## config.mk

```make
export PLATFORM = sky130hd
export DESIGN_NAME = gc_evaluator
export DESIGN_NICKNAME = d
export VERILOG_FILES = /design/src/rtl/gc_evaluator.sv
export SDC_FILE = /design/constraint.sdc
export NUM_CORES = 2
export LEC_CHECK = 0
export ABC_AREA = 1
export BUFFER_PORTS_ARGS = -buffer_cell sky130_fd_sc_hd__buf_2
export CORE_AREA = 2 2 390 392
export DETAILED_ROUTE_END_ITERATION = 7
export DIE_AREA = 0 0 392 394
export GPL_TIMING_DRIVEN = 0
export PLACE_DENSITY = 0.54
export SYNTH_ARGS = -nofsm -noshare
export SYNTH_HDL_FRONTEND = slang
export SYNTH_SLANG_ARGS = --single-unit
```

## constraint.sdc

```tcl
create_clock -name clk -period 5.3 [get_ports clk]
set_clock_uncertainty 0.1 [all_clocks]
set_input_delay 0.265 -clock clk [delete_from_list [all_inputs] [get_ports clk]]
set_output_delay 0.265 -clock clk [all_outputs]
set_load 0.1 [all_outputs]
```

## src/rtl/gc_evaluator.sv

```systemverilog
// gc_evaluator: garbled-circuit gate evaluator (free-XOR gates plus two-hash half-gate AND).
// Defining GC_EVAL_STATS_EN enables the AND/free gate accept counters.
module gc_evaluator #(
  parameter int S = 20,
  parameter int K = 128
) (
  input  logic         clk,
  input  logic         rst,
  input  logic         gate_valid,
  output logic         gate_ready,
  input  logic [S-1:0] gate_gid,
  input  logic         gate_free,
  input  logic [K-1:0] in0_label,
  input  logic [K-1:0] in1_label,
  input  logic [K-1:0] gt0,
  input  logic [K-1:0] gt1,
  output logic         hash_req_valid,
  output logic [K-1:0] hash_req_label,
  output logic [S-1:0] hash_req_tweak,
  input  logic         hash_rsp_valid,
  input  logic [K-1:0] hash_rsp_data,
  output logic         out_valid,
  input  logic         out_ready,
  output logic [S-1:0] out_gid,
  output logic [K-1:0] out_label,
  output logic [S-1:0] and_count,
  output logic [S-1:0] free_count
);
  typedef enum logic [2:0] {IDLE, HASH0, HASH1, WAIT, OUT} state_t;
  state_t       state_q;
  logic         gate_ready_q, req_valid_q, out_valid_q, rsp_cnt_q;
  logic [S-1:0] and_idx_q, req_tweak_q, gid_q, out_gid_q;
  logic [K-1:0] wa_q, wb_q, tg_q, te_q, h0_q, req_label_q, out_label_q;
  logic [K-1:0] and_label_d;
  // Evaluator half-gate combine, applied when the second hash response arrives.
  assign and_label_d = h0_q ^ (wa_q[0] ? tg_q : '0) ^ hash_rsp_data ^ (wb_q[0] ? (te_q ^ wa_q) : '0);
  always_ff @(posedge clk or negedge rst) begin
    if (!rst) begin
      state_q      <= IDLE;
      gate_ready_q <= 1'b0;
      req_valid_q  <= 1'b0;
      out_valid_q  <= 1'b0;
      rsp_cnt_q    <= 1'b0;
      and_idx_q    <= '0;
      req_tweak_q  <= '0;
      gid_q        <= '0;
      out_gid_q    <= '0;
      wa_q         <= '0;
      wb_q         <= '0;
      tg_q         <= '0;
      te_q         <= '0;
      h0_q         <= '0;
      req_label_q  <= '0;
      out_label_q  <= '0;
    end else begin
      case (state_q)
        IDLE: begin
          gate_ready_q <= 1'b1;
          if (gate_valid && gate_ready_q) begin
            gate_ready_q <= 1'b0;
            gid_q        <= gate_gid;
            wa_q         <= in0_label;
            wb_q         <= in1_label;
            tg_q         <= gt0;
            te_q         <= gt1;
            rsp_cnt_q    <= 1'b0;
            if (gate_free) begin
              state_q     <= OUT;
              out_valid_q <= 1'b1;
              out_gid_q   <= gate_gid;
              out_label_q <= in0_label ^ in1_label;
            end else begin
              state_q     <= HASH0;
              and_idx_q   <= and_idx_q + 1'b1;
              req_valid_q <= 1'b1;
              req_label_q <= in0_label;
              req_tweak_q <= and_idx_q << 1;
            end
          end
        end
        HASH0, HASH1, WAIT: begin
          state_q     <= (state_q == HASH0) ? HASH1 : WAIT;
          req_valid_q <= (state_q == HASH0);
          req_label_q <= wb_q;
          req_tweak_q <= {req_tweak_q[S-1:1], 1'b1};
          // Responses are strictly in order: the first is H(Wa,j), the second H(Wb,j+1).
          if (hash_rsp_valid) begin
            rsp_cnt_q <= 1'b1;
            h0_q      <= hash_rsp_data;
            if (rsp_cnt_q) begin
              state_q     <= OUT;
              req_valid_q <= 1'b0;
              out_valid_q <= 1'b1;
              out_gid_q   <= gid_q;
              out_label_q <= and_label_d;
            end
          end
        end
        OUT: begin
          if (out_ready) begin
            state_q      <= IDLE;
            out_valid_q  <= 1'b0;
            gate_ready_q <= 1'b1;
          end
        end
        default: state_q <= IDLE;
      endcase
    end
  end
  assign gate_ready     = gate_ready_q;
  assign hash_req_valid = req_valid_q;
  assign hash_req_label = req_label_q;
  assign hash_req_tweak = req_tweak_q;
  assign out_valid      = out_valid_q;
  assign out_gid        = out_gid_q;
  assign out_label      = out_label_q;
`ifdef GC_EVAL_STATS_EN
  logic [S-1:0] and_count_q, free_count_q;
  always_ff @(posedge clk or negedge rst) begin
    if (!rst) begin
      and_count_q  <= '0;
      free_count_q <= '0;
    end else if (state_q == IDLE && gate_ready_q && gate_valid) begin
      if (gate_free) free_count_q <= free_count_q + 1'b1;
      else and_count_q <= and_count_q + 1'b1;
    end
  end
  assign and_count  = and_count_q;
  assign free_count = free_count_q;
`else
  assign and_count  = '0;
  assign free_count = '0;
`endif
endmodule

```

# ---- Word-level counts from Yosys, hierarchy flattened
# Cells that the tools add are included.
dict set report word_totals {
  out_inout_bits 339
  inputBits 666
  wordCells 93
  regBits 983
}
dict set report op_classes {
  addsub 1
  n_mux 42
  reduce_logical 16
  bitwise 7
  n_eq_ne 10
}
# operator n
set ops {}
lappend ops {{$mux 128} 8}
lappend ops {{$xor 128x128->128} 5}
lappend ops {{$pmux 128 s2} 2}
lappend ops {{$mux 20} 6}
lappend ops {{$pmux 20 s2} 2}
lappend ops {{$add 20x1->20 const B} 1}
lappend ops {{$mux 3} 5}
lappend ops {{$mux 1} 14}
lappend ops {{$ne 2x2->1 const B} 6}
lappend ops {{$pmux 3 s3} 1}
lappend ops {{$reduce_and 3->1} 3}
lappend ops {{$reduce_and 2->1} 4}
lappend ops {{$eq 3x2->1 const B} 2}
lappend ops {{$pmux 1 s2} 3}
lappend ops {{$reduce_and 6->1} 1}
lappend ops {{$reduce_and 5->1} 1}
lappend ops {{$reduce_and 4->1} 1}
lappend ops {{$reduce_bool 2->1} 2}
lappend ops {{$eq 3x1->1 const B} 1}
lappend ops {{$eq 3x3->1 const B} 1}
lappend ops {{$logic_not 3->1} 1}
lappend ops {{$pmux 1 s3} 1}
lappend ops {{$reduce_bool 3->1} 1}
lappend ops {{$reduce_or 3->1} 1}
lappend ops {{2 further kinds} 3}

# ---- Logic depth before layout (Yosys ltp)
dict set report depth {
  word_depth 7
  depth_mapped 11
  mapped_depth_nobuf 9
}

# ---- Least setup slack after synthesis
# No wires, ideal clock.
dict set report synth_path {
  path_kind {register to register}
  from {register gate_ready_q (netlist: gate_ready)}
  to {register wa_q[100]}
  path_buffers 2
  slack_ns 2.908
  required_ns 5.075
  period_less_slack_ns 2.392
  setup_ns 0.125
  path_stages_with_launch 6
  arrival_time_ns 2.167
  cell_sequence {dfrtp_1 > nand2_1 > nor2_4 > buf_2 > buf_2 > mux2_2}
}
dict set report synth_via {
  elab_chain_len 2
}
# element line
set synth_lines {}
lappend synth_lines {{from (decl)} 31} ;# logic gate_ready_q, req_valid_q, out_valid_q, rsp_cnt_q;
lappend synth_lines {{from (signal assigned)} 40} ;# gate_ready_q <= 1'b0;
lappend synth_lines {{from (signal assigned)} 58} ;# gate_ready_q <= 1'b1;
lappend synth_lines {{from (signal assigned)} 60} ;# gate_ready_q <= 1'b0;
lappend synth_lines {{$logic_and 1x1->1} 59} ;# if (gate_valid && gate_ready_q) begin
lappend synth_lines {{$reduce_and 2->1 (no line)} --}
lappend synth_lines {{to (signal assigned)} 62} ;# wa_q <= in0_label;
lappend synth_lines {{to (decl)} 33} ;# logic [K-1:0] wa_q, wb_q, tg_q, te_q, h0_q, req_label_q, out_label_q;
# No other way between the ends.
# A chain may end at the register's enable or synchronous reset.

# ---- Worst setup path in the final report
dict set report layout_path {
  from {register state_q[2]}
  to {register out_label_q[127] (netlist: out_label[127])}
}
dict set report layout_via {
  elab_chain_len 4
  elab_cells_between_ends 12
  cone_classes {7 x eq/ne; 1 x mux; 4 x reduce/logical}
}
# element line
set layout_lines {}
lappend layout_lines {{from (decl)} 30} ;# state_t state_q;
lappend layout_lines {{from (signal assigned)} 82} ;# state_q <= (state_q == HASH0) ? HASH1 : WAIT;
lappend layout_lines {{$eq 3x1->1 / $eq 3x2->1 (equally long branches)} 56} ;# case (state_q)
lappend layout_lines {{$reduce_or 3->1} 56}
lappend layout_lines {{$ne 2x2->1 (no line) / $reduce_bool 2->1 (equally long branches)} --}
lappend layout_lines {{$reduce_and 5->1 (no line)} --}
lappend layout_lines {{to (signal assigned)} 71} ;# out_label_q <= in0_label ^ in1_label;
lappend layout_lines {{to (signal assigned)} 95} ;# out_label_q <= and_label_d;
lappend layout_lines {{to (decl)} 33}
# Several ways; a longest one is shown, not always the timed one.

==> insert_results.sql <==
INSERT INTO impl_metrics (metric_group, metric, value, unit) VALUES
('status', 'outcome', 'completed', ''),
('synthesis', 'post-synth-top-area-fraction', '49.73', '%'),
('grt', 'pin_count_of_the_biggest_net_entering_global_routing', '150', ''),
('hold_path', 'hold_path.class', 'in2async', ''),
('setup_path', 'setup.worst_path.class', 'reg2reg', ''),
('synthesis', 'ys.warnings.count', '0', ''),
('routing', 'drtAntennaViolNets', '0', ''),
('synthesis', 'synth_seq_cells', '982', ''),
('grt', 'total_global_routing_overflow', '0', ''),
('timing', 'max_clock_freq', '281.7', 'MHz'),
('synthesis', 'netlist_instances', '6010', ''),
('timing', 'timing.max_slew.rel_slack', '10.67', '%'),
('synthesis', 'synth_cell_type_count', '30', ''),
('synthesis', 'synth-edff-count', '0', ''),
('timing', 'totalNegativeSetupSlack', '0', 'ns'),
('placed_design', 'dp_cells', '9050', ''),
('cells_and_area', 'final_layout_size_suffix_gt1_share', '22.21', '%'),
('grt', 'initial_antenna_violation_count', '69', ''),
('flow_run', 'maxCapViolCount', '0', ''),
('setup_path', 'timing.critical_path.to_type', 'flop', ''),
('timing', 'setup_repair_after_global_routing_missed_its_margin', 'false', ''),
('setup_path', 'crit_arrival', '4.14', 'ns'),
('cts', 'cts_htree_levels', '3', ''),
('cts', 'clock_tree.root_cell', 'clkbuf_16', ''),
('timing', 'finalSetupViolations', '0', ''),
('die', 'die_w', '392', 'um'),
('synthesis', 'yosys_most_used_dff', 'dfrtp_1', ''),
('cts', 'clkTransAtPathRegs', '0.06', 'ns'),
('routing', 'viasPerCell', '4.818', ''),
('timing', 'timing.final.crit_share', '66.97', '%'),
('die', 'ios', '1005', ''),
('die', 'placeableCoreArea', '150700', 'um^2'),
('routing', 'drt-wirelength-per-cell', '22.11', 'um'),
('cells_and_area', 'layout.cells.non_filler', '9972', ''),
('routing', 'drt_first_pass_iters', '6', ''),
('die', 'floorplan.die_area', '154400', 'um^2'),
('grt', 'first_global_vias', '47020', ''),
('routing', 'postRouteWirelength', '220500', 'um'),
('grt', 'grt_util_all_layers', '28.03', '%'),
('cts', 'tritoncts', 'done', ''),
('setup_path', 'cp_max_fo', '10', ''),
('die', 'rows', '143', ''),
('die', 'die_height', '394', 'um'),
('cells_and_area', 'synthToLayoutAreaGrowth', '37.63', '%'),
('synthesis', 'cell_accounting_for_the_most_synthesized_area', 'dfrtp_1', ''),
('cts', 'cts-buffers-inserted', '117', ''),
('cts', 'clock_insertion_delay_worst_skew', '0.77', 'ns'),
('timing', 'min_clock_period_post_route', '3.549', 'ns'),
('synthesis', 'yosysSeqAreaShare', '49.73', '%'),
('placed_design', 'io_buffer_count', '964', ''),
('cts', 'clock-sinks', '982', ''),
('pwr', 'power-per-cell-area', '730.9', 'nW/um^2'),
('synthesis', 'synth-async-reset-ratio', '100.0', '%'),
('timing', 'hold_viol', '0', ''),
('cells_and_area', 'design.final.nets', '8472', ''),
('placed_design', 'place_hpwl', '164900', 'um'),
('synthesis', 'synth_area', '49410', 'um^2'),
('synthesis', 'avgSynthCellArea', '8.222', 'um^2'),
('setup_path', 'cp.required', '5.89', 'ns'),
('grt', 'wire_length_of_the_first_global_routing_pass', '316500', 'um'),
('routing', 'drt_first_iter_violations', '3264', ''),
('setup_path', 'critPathLaunchType', 'flop', ''),
('die', 'initial_core_util', '32.80', '%'),
('synthesis', 'post_synth_main_area_contributors', 'dfrtp_1, nand2_1, mux2_2', ''),
('routing', 'route.detailed.drc', '0', ''),
('timing', 'final.hold.worst_slack', '0.03344', 'ns'),
('placed_design', 'place_congestion', '0.9132', ''),
('pwr', 'vdd_ir_drop_max', '0.4189', 'mV'),
('pwr', 'power.static_leakage', '33.91', 'nW'),
('routing', 'route.vias.total', '48048', ''),
('timing', 'maxSlewViolCount', '0', ''),
('cts', 'number_of_buffers_on_the_longest_clock_path', '3', ''),
('timing', 'max_slew.worst_pin.slew', '1.340', 'ns');
[synth_stat cells, types with 2 or more instances]
cell and n:
a21oi_1 130, buf_1 22, buf_2 85, buf_4 74, clkbuf_1 123, dfrtp_1 982, inv_1 524, inv_2 4
mux2_2 384, nand2_1 2071, nand2_2 2, nand3_1 324, nand3b_1 99, nor2_1 582, nor2_4 3, nor3_1 2
o211ai_1 148, o21ai_0 267, o31ai_1 8, or2_2 29, xnor2_1 134, xor2_1 5
[registers in the layout (all words and copies together) (netlist names)]
name and cells:
out_label 128, wb_q 128, state_q 3, out_gid 20, tg_q 128, rsp_cnt_q 1
wa_q 128, gate_ready 1, hash_req_valid 1, h0_q 128, hash_req_tweak 20, gid_q 20
and_idx_q 19, hash_req_label 128, te_q 128, out_valid 1
[through the flow]
| stage | instance area (um^2) | setup slack, ns | utilization, % | power (mW) |
|---|---|---|---|---|
| 3_3_place_gp | 56930 | -19.39 | 37.79 | 40.36 |
| 4_1_cts | 67900 | 1.505 | 45.07 | 49.97 |
| 2_1_floorplan | 49560 | 2.908 | - | 32.56 |
| 5_1_grt | 67960 | 1.449 | 45.11 | 52.77 |
| 6_report | 68010 | 1.751 | 45.14 | 49.71 |
| 3_5_place_dp | 57140 | 1.539 | 37.93 | 40.78 |
[cell families after synthesis]
family | synth area share (%)
AO/OA/AOI/OAI | 6.419
AND/OR/NAND/NOR | 25.51
multiplexers | 8.751
adder cells (fa/ha/maj) | 0.02532
buffers and inverters | 7.097
flip-flops | 49.73
other | 0.007589
XOR/XNOR | 2.464
[report_power, final]
group	internal (mW)	total [mW]	switching, mW
registers	11.3	13.6	2.34
logic	7.10	27.5	20.4
clock network	5.03	8.61	3.57
total	23.4	49.7	26.3
[cells in the final DEF, fill, tap and decap left out, drive strengths merged]
cell type,Yosys,routed
a211oi,1,1
a21oi,130,130
buf,181,1153
bufinv,0,11
clkbuf,123,289
clkinv,0,23
clkinvlp,0,6
conb,1,40
dfrtp,982,982
diode,0,45
dlygate4sd3,0,665
ha,1,1
inv,528,533
mux2,384,384
nand2,2073,2073
nand3,326,326
nand3b,99,99
nand4,1,1
nor2,585,585
nor3,3,3
o211ai,148,148
o21ai,267,267
o22ai,1,1
o31ai,8,8
or2,29,29
xnor2,134,134
xor2,5,5
[metal layers]
metal	global-route usage, %	vias up	routed length, um
li1	-	22631	-
met1	34.52	23175	89090
met2	46.47	1749	103600
met3	6.433	453	16890
met4	12.75	40	10730
met5	0	-	244
[final timing paths]
check,start,slack (ns),endpoint,cells past startpoint
setup / recovery,state_q[2],1.75,out_label[127],6
hold / removal,rst,0.03,tg_q[80],3
setup reg to reg,state_q[2],1.75,out_label[127],6
hold reg to reg,hash_req_label[67],0.37,hash_req_label[67],2
max in group asynchronous,rst,3.10,te_q[18],5
min in group clk,gt0[10],0.15,tg_q[10],3
[what timing repair did]
item,CTS,global route
hold buffers,666,0
hold endpoints to repair,1338,0
setup buffers,0,0
gates resized for setup,0,0
endpoints found under the setup margin,0,0
[layout make-up]
class                   count  area (um^2)
diodes                     45        112.6
plain buffers             304         1531
clock buffers             166         3422
clock inverters            45        650.6
fillers                 14888        82640
inverters                 528         1982
multi-input cells        4235        21480
flip-flops and latches    982        24570
well taps                2030         2540
repair buffers           1637        11720
[critical path: stages, from the launching register on]
cell	delay, ns
dfrtp_1	0.47
nor2_4	0.23
buf_2	0.53
buf_2	0.66
clkbuf_1	0.99
nand3_1	0.23
a21oi_1	0.19
Note: power is estimated with default switching activity, not from simulation.
